**config.mk**
```make
export PLATFORM = sky130hd
export DESIGN_NAME = mem_arbiter
export DESIGN_NICKNAME = d
export VERILOG_FILES = /design/src/rtl/microcpu_mem_pkg.sv /design/src/rtl/rr_arb2.sv /design/src/rtl/mem_arbiter.sv
export SDC_FILE = /design/constraint.sdc
export NUM_CORES = 1
export LEC_CHECK = 0
export ABC_AREA = 1
export CAP_MARGIN = 30
export CORE_MARGIN = 2
export CORE_UTILIZATION = 21
export CTS_CLUSTER_DIAMETER = 100
export DETAILED_ROUTE_END_ITERATION = 8
export PLACE_DENSITY_LB_ADDON = 0.12
export SLEW_MARGIN = 20
export SYNTH_ARGS = -nofsm -noshare
export SYNTH_HDL_FRONTEND = slang
export SYNTH_SLANG_ARGS = --single-unit
```
**constraint.sdc**
```tcl
create_clock -name clk -period 1 [get_ports clk]
set_input_delay 0.15 -clock clk [delete_from_list [all_inputs] [get_ports clk]]
set_output_delay 0.15 -clock clk [all_outputs]
set_load 0.01 [all_outputs]
```
**src/rtl/microcpu_mem_pkg.sv**
```systemverilog
// Shared constants and types for the memory arbiter slice.
//   ADDR_W  : requester/memory address width
//   DATA_W  : memory word width
//   DEPTH   : number of implemented words; higher addresses are out of range
//   owner_t : which requester owns the read currently in flight
package microcpu_mem_pkg;

  localparam int ADDR_W = 12;
  localparam int DATA_W = 16;
  localparam int DEPTH  = 256;

  typedef enum logic [1:0] {
    OWN_NONE = 2'd0,
    OWN_IF   = 2'd1,
    OWN_D    = 2'd2
  } owner_t;

  localparam logic [ADDR_W-1:0] DEPTH_A = ADDR_W'(DEPTH);

  // True when the address maps onto an implemented memory word.
  function automatic logic in_range(input logic [ADDR_W-1:0] addr);
    return addr < DEPTH_A;
  endfunction

endpackage

```
**src/rtl/rr_arb2.sv**
```systemverilog
// Two-request round-robin arbiter.
//   clk, rst_n : clock and synchronous active-low reset
//   req[1:0]   : requests, bit 0 = instruction fetch, bit 1 = load/store
//   gnt[1:0]   : one-hot grant (combinational), all zero when no request
// last_grant remembers the previous winner (0 = fetch, 1 = load/store); on a
// conflict the other requester wins. It resets to "fetch" so the load/store
// port wins the first conflict after reset.
module rr_arb2 (
  input  logic       clk,
  input  logic       rst_n,
  input  logic [1:0] req,
  output logic [1:0] gnt
);

  logic last_grant;

  always_comb begin
    gnt = 2'b00;
    case (req)
      2'b01:   gnt = 2'b01;
      2'b10:   gnt = 2'b10;
      2'b11:   gnt = last_grant ? 2'b01 : 2'b10;
      default: gnt = 2'b00;
    endcase
  end

  always_ff @(posedge clk) begin
    if (!rst_n) begin
      last_grant <= 1'b0;
    end else if (gnt[1]) begin
      last_grant <= 1'b1;
    end else if (gnt[0]) begin
      last_grant <= 1'b0;
    end
  end

endmodule

```
**src/rtl/mem_arbiter.sv**
```systemverilog
// Arbiter sharing the single-port instruction/data memory between the
// instruction-fetch port (read-only) and the load/store port.
//   clk, rst_n              : clock, synchronous active-low reset
//   if_req/if_addr          : fetch request; if_gnt accepts it
//   if_rvalid/if_rdata/if_err : fetch response, one cycle after the grant
//   d_req/d_we/d_addr/d_wdata : load/store request; d_gnt accepts it
//   d_rvalid/d_rdata/d_err  : load response (d_err also flags a dropped store)
//   mem_*                   : memory command outputs and registered read data
//
// Handshake: a requester raises req with stable fields and holds them until
// the cycle in which its gnt is high; that cycle is the transfer. At most one
// gnt is high per cycle. Read responses arrive as a one-cycle rvalid pulse
// exactly one cycle after the grant, with no back-pressure.
module mem_arbiter
  import microcpu_mem_pkg::*;
(
  input  logic              clk,
  input  logic              rst_n,
  input  logic              if_req,
  input  logic [ADDR_W-1:0] if_addr,
  output logic              if_gnt,
  output logic              if_rvalid,
  output logic [DATA_W-1:0] if_rdata,
  output logic              if_err,
  input  logic              d_req,
  input  logic              d_we,
  input  logic [ADDR_W-1:0] d_addr,
  input  logic [DATA_W-1:0] d_wdata,
  output logic              d_gnt,
  output logic              d_rvalid,
  output logic [DATA_W-1:0] d_rdata,
  output logic              d_err,
  output logic [ADDR_W-1:0] mem_address,
  output logic [DATA_W-1:0] mem_data_in,
  output logic              mem_write_enable,
  output logic              mem_read_enable,
  input  logic [DATA_W-1:0] mem_data_out
);

  logic [1:0] req;
  logic [1:0] gnt;
  logic       if_ok;
  logic       d_ok;
  logic       d_load;
  logic       d_store;
  owner_t     pend_owner;
  logic       pend_err;
  logic       st_err_q;

  // Requests are masked while in reset so no grant (and no memory access)
  // can be issued.
  assign req = {d_req & rst_n, if_req & rst_n};

  rr_arb2 u_arb (
    .clk   (clk),
    .rst_n (rst_n),
    .req   (req),
    .gnt   (gnt)
  );

  assign if_gnt  = gnt[0];
  assign d_gnt   = gnt[1];
  assign if_ok   = in_range(if_addr);
  assign d_ok    = in_range(d_addr);
  assign d_load  = d_gnt & ~d_we;
  assign d_store = d_gnt & d_we;

  // Out-of-range accesses are granted but never reach the memory.
  always_comb begin
    mem_address      = '0;
    mem_data_in      = '0;
    mem_read_enable  = 1'b0;
    mem_write_enable = 1'b0;
    if (if_gnt) begin
      mem_address     = if_addr;
      mem_read_enable = if_ok;
    end else if (d_gnt) begin
      mem_address      = d_addr;
      mem_read_enable  = d_load & d_ok;
      mem_write_enable = d_store & d_ok;
      if (d_we) begin
        mem_data_in = d_wdata;
      end
    end
  end

  // Track who owns the read returning next cycle, and whether it faulted.
  always_ff @(posedge clk) begin
    if (!rst_n) begin
      pend_owner <= OWN_NONE;
      pend_err   <= 1'b0;
      st_err_q   <= 1'b0;
    end else begin
      if (if_gnt) begin
        pend_owner <= OWN_IF;
      end else if (d_load) begin
        pend_owner <= OWN_D;
      end else begin
        pend_owner <= OWN_NONE;
      end
      pend_err <= (if_gnt & ~if_ok) | (d_load & ~d_ok);
      st_err_q <= d_store & ~d_ok;
    end
  end

  // Responses are additionally gated by rst_n so a read granted just before
  // reset never surfaces while reset is asserted.
  always_comb begin
    if_rvalid = rst_n && (pend_owner == OWN_IF);
    d_rvalid  = rst_n && (pend_owner == OWN_D);
    if_err    = if_rvalid & pend_err;
    d_err     = (d_rvalid & pend_err) | (rst_n & st_err_q);
    if_rdata  = (if_rvalid && !pend_err) ? mem_data_out : '0;
    d_rdata   = (d_rvalid && !pend_err) ? mem_data_out : '0;
  end

endmodule

```
# Yosys cells after proc, flatten, opt, wreduce, memory -nomap -nowiden

Index checks and enable logic that the tools add are counted.
Widths: inputs -> output; s select.

Add/sub/neg operators: 0
Multipliers: 0
Div/mod/pow operators: 0
$lt $le $gt $ge: 2
Eq/ne operators: 5
Shifts and indexed selects: 0
Muxes and demuxes: 17
Bitwise logic cells: 18
Reductions and logical operators: 7

Operator list:

| operator            | count |
|---|---|
| $mux 16             | 5 |
| $lt 12x9->1 const B | 2 |
| $mux 12             | 2 |
| $and 1x1->1         | 12 |
| $mux 1              | 7 |
| $eq 2x2->1 const B  | 3 |
| $pmux 2 s3          | 1 |
| $eq 2x1->1 const B  | 2 |
| $logic_and 1x1->1   | 4 |
| $mux 2              | 2 |
| $not 1->1           | 4 |
| $or 1x1->1          | 2 |
| $reduce_bool 2->1   | 1 |
| $reduce_or 2->1     | 1 |
| $logic_not 1->1     | 1 |

Register bits after elaboration: 5
Bits in latches: 0
Memory bits (writable): 0
ROM bits: 0
Bits of input ports: 61
Memories kept: 0

# Logic depth before layout (Yosys ltp)

Gate-level depths: netlist (run 1).

Word-level depth: 7
Depth in mapped cells: 7

# Modules after synthesis

From an unflattened synthesis (run 1), not the netlist that was laid out.

Cells, all modules: 152
Area total of the unflattened synthesis: 807.0 um^2

By module, submodules not included:

| module      | instances | cells each | area an instance (um^2) | sequential area each (um^2) |
|---|---|---|---|---|
| mem_arbiter | 1         | 144        | 757.0                   | 80.1 |
| rr_arb2     | 1         | 8          | 50.0                    | 20.0 |

# Least setup slack after synthesis (run 1)

OpenSTA, ideal clock, no wires.

Path type: reg-to-output
Start: register pend_owner[1]
End: output d_rdata[10]
Arrival time: 1.059 ns
Path slack: -0.209 ns
Cell stages (with the launch flop): 6
Buffers on the path: 1
Path through: dfxtp_1 -> nand2_1 -> nor2_2 -> nand2_2 -> buf_6 -> nor2_1

Cells in the longest elaborated chain, start to end: 4

RTL lines:

| element                  | line               | text |
|---|---|---|
| start: declaration       | mem_arbiter.sv:46  | `owner_t pend_owner;` |
| start signal: assignment | mem_arbiter.sv:90  | `pend_owner <= OWN_NONE;` |
| start signal: assignment | mem_arbiter.sv:95  | `pend_owner <= OWN_IF;` |
| start signal: assignment | mem_arbiter.sv:97  | `pend_owner <= OWN_D;` |
| $eq 2x2->1               | mem_arbiter.sv:110 | `d_rvalid = rst_n && (pend_owner == OWN_D);` |
| $logic_and 1x1->1        | mem_arbiter.sv:110 |  |
| via d_rvalid             | mem_arbiter.sv:30  | `output logic d_rvalid,` |
| $logic_and 1x1->1        | mem_arbiter.sv:114 | `d_rdata = (d_rvalid && !pend_err) ? mem_data_out : '0;` |
| $mux 16                  | mem_arbiter.sv:114 |  |
| end: declaration         | mem_arbiter.sv:31  | `output logic [DATA_W-1:0] d_rdata,` |

The timed path passes the listed nets, and every way through them passes these cells.

# Worst setup path in the final report (run 1)

Start: register pend_owner[1]
End: output if_rdata[6]

Cells in the longest elaborated chain, start to end: 4

RTL lines:

| element           | line               | text |
|---|---|---|
| $eq 2x1->1        | mem_arbiter.sv:109 | `if_rvalid = rst_n && (pend_owner == OWN_IF);` |
| $logic_and 1x1->1 | mem_arbiter.sv:109 |  |
| $logic_and 1x1->1 | mem_arbiter.sv:113 | `if_rdata = (if_rvalid && !pend_err) ? mem_data_out : '0;` |
| $mux 16           | mem_arbiter.sv:113 |  |
| end: declaration  | mem_arbiter.sv:23  | `output logic [DATA_W-1:0] if_rdata,` |

No other way between the ends.

==> results.rst, run 1 <==
.. list-table::
   :header-rows: 1

   * - Metric
     - Value
   * - Max cap viols
     - 0
   * - Starting utilization of the core area
     - 21.5%
   * - Net count after synthesis
     - 234
   * - Most frequent cell on the critical path
     - buf_12
   * - Post-route clock period utilization
     - 155%
   * - Worst setup path startpoint
     - pend_owner[1]
   * - Violations in the final reports
     - negative setup slack
   * - Net total in the final layout
     - between 400 and 500
   * - Number of buffers created by CTS
     - 3
   * - Vias after detailed routing
     - 1687
   * - Transition time at the pin with the least slew margin
     - 0.245 ns
   * - Post-Synthesis Cells
     - 173
   * - DRC violation count after routing
     - 0
   * - Launch point of the worst reg-to-reg path
     - u_arb.last_grant
   * - Number of buffers inserted by port buffering
     - 128
   * - Clock tree sinks
     - 5
   * - Cell-by-cell listing of the critical path
     - nor3_4 -> nand2_4 -> buf_12 -> buf_12 -> nor2_4 -> buf_6
   * - Number of different library cells in the post-synthesis netlist
     - 21
   * - Switching share of power
     - around a third
   * - #FFs+latches synth
     - 5
   * - Switching power summed over all nets
     - 569 uW
   * - Crit path buf inv count
     - 3
   * - Die H
     - 67.6 um
   * - Total routed wirelength
     - 5.03 mm
   * - Average via count per standard cell
     - 4.30
   * - Final worst path period need
     - 1.55 ns
   * - RSZ-0062 raised after global routing
     - yes
   * - Max VDD drop
     - 0.000267 V
   * - Cell area after synthesis
     - 848 sq um
   * - Number of inserted diodes
     - 0
   * - Final global-route overflow total
     - 0
   * - Crit path largest cell delay
     - 0.35 ns
   * - Destination of the critical timing path
     - if_rdata[6]
   * - TritonCTS clock tree
     - yes
   * - Category of the worst setup path capture point
     - primary output
   * - Clock latency on the worst-skew pair
     - ~0.22 ns
   * - H-tree lvl count
     - 1
   * - Register share of total power
     - 13.6%
   * - Pwr dens
     - 504 nW/um^2
   * - Setup violators final
     - 70
   * - Comb power frac
     - 62.6%
   * - Number of primary I/O pins
     - 129
   * - Antenna Nets Post-Route
     - 0
   * - Highest fanout seen on the critical path
     - 4
   * - Rows
     - 23
   * - Final Hold Vio Count
     - 0
   * - Length in cells of the worst reg-to-reg path
     - 6
   * - Clock network fraction of total power
     - 23.7%
   * - Share of post-route cells with drive strength above 1
     - approximately 64%
   * - Worst setup slack before clock tree synthesis
     - -1.02 ns
   * - Synth Area per Inst
     - 4.90 sq um
   * - Share of the yosys chip area belonging to registers
     - 11.8%
   * - Min-Delay Path Class
     - in -> reg
   * - Cts hold-fix bufs
     - 0
   * - Worst path arrival time
     - 1.40 ns
   * - Core region area
     - 3940 sq um
   * - Required time at the worst-slack endpoint
     - between 0.8 and 0.9 ns
   * - Global-route wire length before repair
     - 6.53 mm
   * - Die Area
     - between 4000 and 5000 sq um
   * - Setup crit start kind
     - flip-flop
   * - Number of antenna violations at the first check in global routing
     - 0
   * - Slowest stage cell on the critical path
     - dfxtp_4
   * - Clk_skew
     - between 0.001 and 0.0015 ns
   * - Detailed-routing iteration count for the pre-antenna-repair pass
     - 4
   * - Clock tree buffer depth
     - 2
   * - Slew Limit Headroom
     - 83.5%
   * - Overall power of the completed layout
     - roughly 1.6 mW
   * - R2r endpoint
     - u_arb.last_grant
   * - Clock-pin slew on the worst setup and hold paths
     - about 0.040 ns
   * - Vias in the first global route
     - between 1500 and 2000
   * - Static Leakage
     - 1.53 nW
   * - Final Worst Setup Slack
     - -0.545 ns
   * - Most common cell after layout, fill and taps aside
     - buf_6
   * - Post-detail-place hpwl
     - 3.18 mm
   * - Total Neg Setup Slack
     - -29.27 ns
   * - Result of the run
     - complete, but fails checks
   * - DIE WIDTH
     - 67.6 um
   * - Worst reg-to-reg setup slack
     - -0.11 ns
   * - Total internal power
     - 1.06 mW
   * - Number of warnings reported in the yosys synthesis log
     - 0
   * - Fill cell count
     - 245
   * - Critical path class
     - reg -> out
   * - Instance count on the critical path
     - 6
   * - Average wire per cell in the routed design
     - 12.8 um
   * - Last weighted congestion value of the routability-driven placer
     - 0.791
   * - Post-synthesis to final-layout area growth
     - 281%
   * - Starting DRT DRC Count
     - between 50 and 60
   * - Largest net degree at the start of global routing
     - 13
   * - Root Driver
     - clkbuf_8
   * - Slew Limit Fails
     - 0
   * - GRT Total Usage
     - 18.3%
   * - Leading cell types in the layout, fill and taps excluded
     - 71 x buf_6, 55 x clkdlybuf4s50_1, 41 x nor2_4
   * - Maximum operating frequency
     - roughly 0.65 GHz
   * - Top cell family by delay on the critical path
     - simple AND/OR/NAND/NOR gates
-- stage by stage --
stage / hold slack, ns / utilization (%) / instance area (sq um) / instances
5_1_grt: 0.419 / 81.9 / 3230 / 392
4_1_cts: 0.370 / 69.6 / 2740 / 386
3_5_place_dp: 0.495 / 62.2 / 2450 / 362
6_report: 0.382 / 81.9 / 3230 / 392
3_3_place_gp: 0.489 / 62.2 / 2450 / 362
2_1_floorplan: 0.238 / - / 1020 / 173
-- worst min-delay path by stage --
stage,from,endpoint,slack [ns],cells past startpoint
after CTS,d_req,pend_owner[0],0.37,3
after detailed placement,u_arb.last_grant,u_arb.last_grant,0.49,2
final,d_req,pend_owner[0],0.38,3
after global placement,u_arb.last_grant,u_arb.last_grant,0.49,2
after floorplan,d_req,pend_owner[0],0.24,1
after global routing,d_req,pend_owner[0],0.42,3
-- timing repair --
item | 4_1_cts | 5_1_grt
setup buffers | 18 | 7
pin swaps | 4 | 21
hold endpoints to repair | 0 | 0
gates resized for setup | 358 | 102
cloned | 3 | 1
endpoints found under the setup margin | 72 | 71
-- cell type report --
cell class / instances / area (sq um) / share of cell area, %
multi-input combinational: 134 / 1090 / 33.6
inverter: 28 / 116 / 3.60
tap: 50 / 62.6 / 1.94
sequential: 5 / 108 / 3.33
timing repair buffer: 171 / 1810 / 56.1
clock buffer: 4 / 45.0 / 1.40
-- cell families after synthesis --
group           share of synthesized area, %
buf+inv                                 18.9
compound gates                          4.28
flops                                   11.8
simple gates                            65.0
-- Yosys cell counts, drive strengths merged --
master	count	area, sq um
a21oi	3	26.3
nand3	3	15.0
o21ai	2	10.0
nor4	1	6.26
buf	6	51.3
nand4	1	6.26
inv	27	101
clkbuf	1	3.75
dfxtp	5	100
nand2	68	273
nor2	54	235
clkinv	1	3.75
nor3	1	16.3
-- flip-flops by register name, summed over array words and instances, names as in the netlist --
| name | cells |
|---|---|
| pend_err | 1 |
| pend_owner | 2 |
| st_err_q | 1 |
| u_arb.last_grant | 1 |
-- power groups by stage --
stage | clock network, mW | logic, mW | registers [mW]
after detailed placement | 0 | 0.727 | 0.224
final | 0.386 | 1.02 | 0.222
after global placement | 0 | 0.723 | 0.224
after floorplan | 0 | 0.272 | 0.223
after global routing | 0.406 | 1.09 | 0.223
after CTS | 0.378 | 0.854 | 0.221
-- metal layers --
metal	vias up	share of wire, %	GRT usage, %
met2	77	55	34.3
met3	6	8.4	4.00
met5	-	0	0
met4	0	0.72	5.87
li1	838	-	-
met1	766	36	20.3
-- worst register-to-register path: cells and delay by family, from the launching register on --
family	cells	cell delay, ns
buf+inv	3	0.42
flops	1	0.33
simple gates	2	0.18
compound gates	1	0.11
(Power assumes the default switching activity.)
==> run 2: changes to the inputs <==
--- a/config.mk
+++ b/config.mk
@@ -7,12 +7,10 @@
 export LEC_CHECK = 0
 export ABC_AREA = 1
 export CAP_MARGIN = 30
-export CORE_MARGIN = 2
 export CORE_UTILIZATION = 21
 export CTS_CLUSTER_DIAMETER = 100
 export DETAILED_ROUTE_END_ITERATION = 8
 export PLACE_DENSITY_LB_ADDON = 0.12
-export SLEW_MARGIN = 20
 export SYNTH_ARGS = -nofsm -noshare
 export SYNTH_HDL_FRONTEND = slang
 export SYNTH_SLANG_ARGS = --single-unit
==> results.rst, run 2 (synthesis results as in run 1) <==
.. list-table::
   :header-rows: 1

   * - Metric
     - Value
   * - Result of the run
     - complete, but fails checks
   * - Violations in the final reports
     - negative setup slack
   * - DRC violation count after routing
     - 0 (unchanged)
   * - Detailed-routing iteration count for the pre-antenna-repair pass
     - 4 (unchanged)
   * - Post-synthesis to final-layout area growth
     - 255%
   * - Pwr dens
     - 512 nW/um^2 (+1.5%)
   * - Largest net degree at the start of global routing
     - 11 (-2)
   * - Root Driver
     - clkbuf_8
   * - Clock-pin slew on the worst setup and hold paths
     - 0.04 ns (about the same)
   * - Transition time at the pin with the least slew margin
     - 0.265 ns (+0.0195 ns)
   * - Post-route clock period utilization
     - 151% (-3.4 points)
   * - Crit path largest cell delay
     - 0.36 ns (about the same)
   * - Average wire per cell in the routed design
     - 12.4 um (-3.2%)
   * - RSZ-0062 raised after global routing
     - yes
   * - Post-detail-place hpwl
     - 3.31 mm (+4.1%)
   * - Number of buffers created by CTS
     - 3 (unchanged)
   * - Final design area excluding fillers
     - 3010 sq um (-6.6%)
   * - Worst setup slack before clock tree synthesis
     - -1.07 ns (-0.0537 ns)
   * - Slew Limit Fails
     - 0 (unchanged)
   * - Share of the core filled with cells in the final layout
     - 79.9% (-2.0 points)
   * - Vias in the first global route
     - 1662 (+7.6%)
   * - Required time at the worst-slack endpoint
     - 0.85 ns (about the same)
   * - Overall power of the completed layout
     - 1.54 mW (-5.2%)
   * - Static Leakage
     - 1.51 nW (-0.94%)
   * - Highest fanout seen on the critical path
     - 6 (+2)
   * - H-tree lvl count
     - 1 (unchanged)
   * - Fill cell count
     - 261 (+6.5%)
   * - Detailed-routed wire length on met3
     - 535 um (+27%)
   * - Number of flip-flops in the largest register
     - 2 (unchanged)
   * - Max cap viols
     - 0 (unchanged)
   * - Rows
     - 22 (-4.3%)
   * - Total Neg Setup Slack
     - -25.69 ns (+3.58 ns)
   * - Placed Cells incl. Taps
     - 361 (-0.28%)
   * - Final Worst Setup Slack
     - -0.511 ns (+0.0342 ns)
   * - GRT Total Usage
     - 22.0% (+3.6 points)
   * - Setup violators final
     - 69 (-1.4%)
   * - Vias after detailed routing
     - 1699 (+0.71%)
   * - Post-route worst hold slack
     - 0.350 ns (-0.0326 ns)
   * - Leading cell types in the layout, fill and taps excluded
     - 58 x buf_6, 56 x clkdlybuf4s50_1, 37 x nand2_1
   * - Setup crit start kind
     - flip-flop
   * - Number of inserted diodes
     - 0 (unchanged)
   * - Final global-route overflow total
     - 0 (unchanged)
   * - Slew Limit Headroom
     - 82.4% (-1.1 points)
   * - Top metal layer carrying routed signals
     - met4
   * - Share of post-route cells with drive strength above 1
     - 57.9% (-6.1 points)
   * - Die H
     - 65.6 um (-3.0%)
   * - Starting DRT DRC Count
     - 20 (-64%)
   * - Critical path class
     - reg -> out
   * - Maximum operating frequency
     - 0.662 GHz (+2.3%)
   * - Min-Delay Path Class
     - in -> reg
   * - Antenna Nets Post-Route
     - 0 (unchanged)
   * - Core region area
     - 3770 sq um (-4.3%)
   * - Register name with the most flops
     - pend_owner
   * - Clk_skew
     - 0.00376 ns (+0.00230 ns)
   * - TritonCTS clock tree
     - yes
   * - Die Area
     - 4300 sq um (-5.8%)
   * - Starting utilization of the core area
     - 22.5% (+0.98 points)
   * - Routed metal-1 wire length
     - 1.47 mm (-20%)
   * - Max VDD drop
     - 0.000272 V (+1.8%)
   * - Final worst path period need
     - 1.51 ns (-0.0342 ns)
   * - Clock tree buffer depth
     - 2 (unchanged)
   * - Routed wire length on met2
     - 2.76 mm (+0.58%)
   * - Number of primary I/O pins
     - 129 (unchanged)
   * - Category of the worst setup path capture point
     - primary output
   * - Average via count per standard cell
     - 4.38 (+1.7%)
   * - Number of buffers inserted by port buffering
     - 128 (unchanged)
   * - Most common cell after layout, fill and taps aside
     - buf_6
   * - Slowest stage cell on the critical path
     - dfxtp_4
   * - DIE WIDTH
     - 65.6 um (-3.0%)
   * - Clock tree sinks
     - 5 (unchanged)
   * - Cell-by-cell listing of the critical path
     - nor3_4 -> buf_6 -> nand2_8 -> buf_12 -> nor2_1 -> buf_2
   * - Net total in the final layout
     - 402 (-0.50%)
   * - Global-route wire length before repair
     - 7.38 mm (+13%)
   * - Total routed wirelength
     - 4.82 mm (-4.2%)
   * - Count of non-filler cells in the finished layout
     - 388 (-1.0%)
   * - Clock latency on the worst-skew pair
     - 0.23 ns (about the same)
   * - Final Hold Vio Count
     - 0 (unchanged)
   * - Instance area at placement
     - 2470 sq um (+0.71%)
   * - Last weighted congestion value of the routability-driven placer
     - 0.869 (+9.9%)
   * - Number of antenna violations at the first check in global routing
     - 0 (unchanged)
   * - Worst path arrival time
     - 1.36 ns (-0.04 ns)
-- run 2: final timing paths --
check,start,to,slack (ns),depth (start not counted)
setup / recovery,pend_owner[1],if_rdata[0],-0.51,6
hold / removal,rst_n,u_arb.last_grant,0.35,4
setup reg to reg,u_arb.last_grant,pend_err,-0.05,5
hold reg to reg,u_arb.last_grant,pend_owner[0],0.52,2
-- run 2: where the power goes --
| part | switching (mW) | internal, mW |
|---|---|---|
| logic | 0.411 | 0.527 |
| registers | 0.0139 | 0.210 |
| clock network | 0.111 | 0.269 |
| total | 0.536 | 1.01 |
-- run 2: layer usage --
metal / vias to the layer above / GRT usage (%)
li1: 839 / -
met1: 771 / 20.2
met2: 85 / 45.9
met3: 4 / 6.60
met4: 0 / 4.62
met5: - / 0
-- run 2: what timing repair did --
action | 4_1_cts | 5_1_grt
setup buffers | 19 | 2
cloned | 4 | 0
hold buffers | 0 | 0
gates resized for setup | 366 | 58
pin swaps | 13 | 11
endpoints found under the setup margin | 72 | 71
-- run 2: area by class of cell --
| cell class | count | area [sq um] | share of cell area, % |
|---|---|---|---|
| Inverter | 28 | 119 | 3.94 |
| Multi-Input combinational cell | 134 | 1000 | 33.3 |
| Clock buffer | 3 | 41.3 | 1.37 |
| Timing Repair Buffer | 169 | 1680 | 55.6 |
| Clock inverter | 1 | 5.00 | 0.166 |
| Sequential cell | 5 | 110 | 3.65 |
| Tap cell | 48 | 60.1 | 1.99 |
-- run 2: worst max-delay path: cells and delay by family, from the launching register on --
family	cells	cell delay, ns
buf+inv	3	0.42
flops	1	0.36
simple gates	3	0.36
==> run 3: changes to the inputs <==
--- a/config.mk
+++ b/config.mk
@@ -7,7 +7,8 @@
 export LEC_CHECK = 0
 export ABC_AREA = 1
 export CAP_MARGIN = 30
-export CORE_UTILIZATION = 21
+export CORE_MARGIN = 1.5
+export CORE_UTILIZATION = 25
 export CTS_CLUSTER_DIAMETER = 100
 export DETAILED_ROUTE_END_ITERATION = 8
 export PLACE_DENSITY_LB_ADDON = 0.12
==> constraint.sdc (replaced) <==
create_clock -name clk -period 1.75 [get_ports clk]
set_input_delay 0.2625 -clock clk [delete_from_list [all_inputs] [get_ports clk]]
set_output_delay 0.2625 -clock clk [all_outputs]
set_load 0.01 [all_outputs]
==> results.rst, run 3 (synthesis results as in run 1) <==
.. list-table::
   :header-rows: 1

   * - Metric
     - Value
   * - Result of the run
     - complete, no violations
   * - Vias in the first global route
     - 1419 (-15%)
   * - Starting DRT DRC Count
     - 39 (+95%)
   * - Largest net degree at the start of global routing
     - 17 (+6)
   * - Final Worst Setup Slack
     - 0.0560 ns (+0.567 ns)
   * - Vias after detailed routing
     - 1556 (-8.4%)
   * - Cts hold-fix bufs
     - 0 (unchanged)
   * - Final global-route overflow total
     - 0 (unchanged)
   * - Net total in the final layout
     - 389 (-3.2%)
   * - Starting utilization of the core area
     - 27.1% (+4.6 points)
   * - Post-route clock period utilization
     - 96.8%
   * - Clock tree buffer depth
     - 2 (unchanged)
   * - Most common cell after layout, fill and taps aside
     - nand2_1
   * - Highest fanout seen on the critical path
     - 9 (+3)
   * - Post-synthesis to final-layout area growth
     - 175%
   * - Leading cell types in the layout, fill and taps excluded
     - 63 x nand2_1, 57 x clkdlybuf4s50_1, 42 x nor2_1
   * - Core region area
     - 3130 sq um (-17%)
   * - Static Leakage
     - 1.51 nW (-0.38%)
   * - Fill cell count
     - 266 (+1.9%)
   * - Required time at the worst-slack endpoint
     - 1.49 ns (+0.64 ns)
   * - Maximum operating frequency
     - 0.590 GHz
   * - TritonCTS clock tree
     - yes
   * - Critical path class
     - reg -> out
   * - Average wire per cell in the routed design
     - 10.5 um (-16%)
   * - Die Area
     - 3750 sq um (-13%)
   * - Max VDD drop
     - 0.000135 V (-50%)
   * - Die H
     - 61.3 um (-6.6%)
   * - Instance area at placement
     - 2270 sq um (-8.0%)
   * - Register name with the most flops
     - pend_owner
   * - Last weighted congestion value of the routability-driven placer
     - 0.763 (-12%)
   * - Number of inserted diodes
     - 0 (unchanged)
   * - Worst setup slack before clock tree synthesis
     - -0.578 ns (+0.493 ns)
   * - Rows
     - 20 (-9.1%)
   * - DRC violation count after routing
     - 0 (unchanged)
   * - Pwr dens
     - 272 nW/um^2 (-47%)
   * - Post-detail-place hpwl
     - 3.11 mm (-6.1%)
   * - Setup crit start kind
     - flip-flop
   * - Worst path arrival time
     - 1.43 ns (+0.07 ns)
   * - Crit path largest cell delay
     - 0.36 ns (about the same)
   * - Slew Limit Fails
     - 0 (unchanged)
   * - Number of primary I/O pins
     - 129 (unchanged)
   * - Final Hold Vio Count
     - 0 (unchanged)
   * - Min-Delay Path Class
     - in -> reg
   * - Average via count per standard cell
     - 4.19 (-4.2%)
   * - DIE WIDTH
     - 61.3 um (-6.6%)
   * - H-tree lvl count
     - 1 (unchanged)
   * - Crit path buf inv count
     - 2 (-1)
   * - Root Driver
     - clkbuf_4
   * - Setup violators final
     - 0 (-100%)
   * - Detailed-routing iteration count for the pre-antenna-repair pass
     - 4 (unchanged)
   * - Total routed wirelength
     - 3.89 mm (-19%)
   * - Category of the worst setup path capture point
     - primary output
   * - GRT Total Usage
     - 19.7% (-2.3 points)
   * - Slew Limit Headroom
     - 80.1% (-2.2 points)
   * - Global-route wire length before repair
     - 5.69 mm (-23%)
   * - Number of flip-flops in the largest register
     - 2 (unchanged)
   * - Clock tree sinks
     - 5 (unchanged)
   * - Number of antenna violations at the first check in global routing
     - 0 (unchanged)
   * - Final design area excluding fillers
     - 2330 sq um (-23%)
   * - Top cell family by delay on the critical path
     - simple AND/OR/NAND/NOR gates
   * - Slowest stage cell on the critical path
     - dfxtp_2
   * - Share of post-route cells with drive strength above 1
     - 29.1% (-29 points)
   * - Number of buffers inserted by port buffering
     - 128 (unchanged)
   * - Max cap viols
     - 0 (unchanged)
   * - Antenna Nets Post-Route
     - 0 (unchanged)
   * - Clk_skew
     - 0.000686 ns (-0.00307 ns)
   * - Clock latency on the worst-skew pair
     - 0.23 ns (about the same)
   * - Transition time at the pin with the least slew margin
     - 0.298 ns (+0.0330 ns)
   * - Number of buffers created by CTS
     - 3 (unchanged)
   * - Cell-by-cell listing of the critical path
     - nand2_1 -> nor2_4 -> nand2_4 -> buf_4 -> nor2_1 -> clkdlybuf4s15_1
   * - Clock-pin slew on the worst setup and hold paths
     - 0.04 ns (about the same)
   * - Final worst path period need
     - 1.69 ns
run 3: cell count changes in the layout (fill, tap and decap cells not counted), moves of 8 or more:
cell             change
nand2_4              -9
clkdlybuf4s15_1      +8
dlymetal6s2s_1      +16
nand2_1             +26
nand2_2             -13
nor2_1              +24
buf_6               -53
nor2_4              -28
clkbuf_2            +14
run 3: metrics by stage:
step                TNS, ns  instances  util (%)  hold WS, ns  power (mW)
global route        -0.0595        371      74.5        0.404       0.678
CTS                   -2.63        367      75.0        0.446       0.640
floorplan                 0        173         -        0.358       0.253
detailed placement   -33.93        352      72.6        0.510       0.517
finish                    0        371      74.5        0.392       0.634
global placement     -32.08        352      72.6        0.494       0.512
run 3: worst register-to-register path: cells and delay by family, from the launching register on:
kind	cells	cell delay [ns]
buffers and inverters	3	0.34
DFF	1	0.37
and+or+nand+nor	1	0.08
AOI/OAI and AO/OA	2	0.28
run 3: path summary, 6_finish.rpt:
path,to,cells after the start,from,slack (ns)
hold / removal,pend_owner[0],3,d_req,0.39
setup reg to reg,pend_err,6,u_arb.last_grant,0.63
setup / recovery,d_rdata[0],6,pend_owner[1],0.06
hold reg to reg,u_arb.last_grant,2,u_arb.last_grant,0.53
run 3: final cells by class:
cell class	instances	area (sq um)	share of cell area, %
inverter	28	109	4.67
multi-input combinational	134	622	26.7
clock buffer	4	26.3	1.13
sequential	5	103	4.40
timing repair buffer	156	1420	60.7
tap	44	55.1	2.36
run 3: power by group:
part           internal, mW  switching [mW]  total, mW
clock network        0.0858          0.0409      0.127
logic                 0.226           0.155      0.381
registers             0.121         0.00490      0.126
run 3: repair_timing:
action	CTS	global route
setup endpoints to repair	68	51
resized for setup	134	56
pin swaps	2	1
gates cloned	1	0
buffers inserted	10	5
run 3: metal layers:
layer	share of wire, %	global-route usage, %
met5	0	0
met4	0	3.73
met3	13	5.04
met1	36	20.7
met2	51	38.9
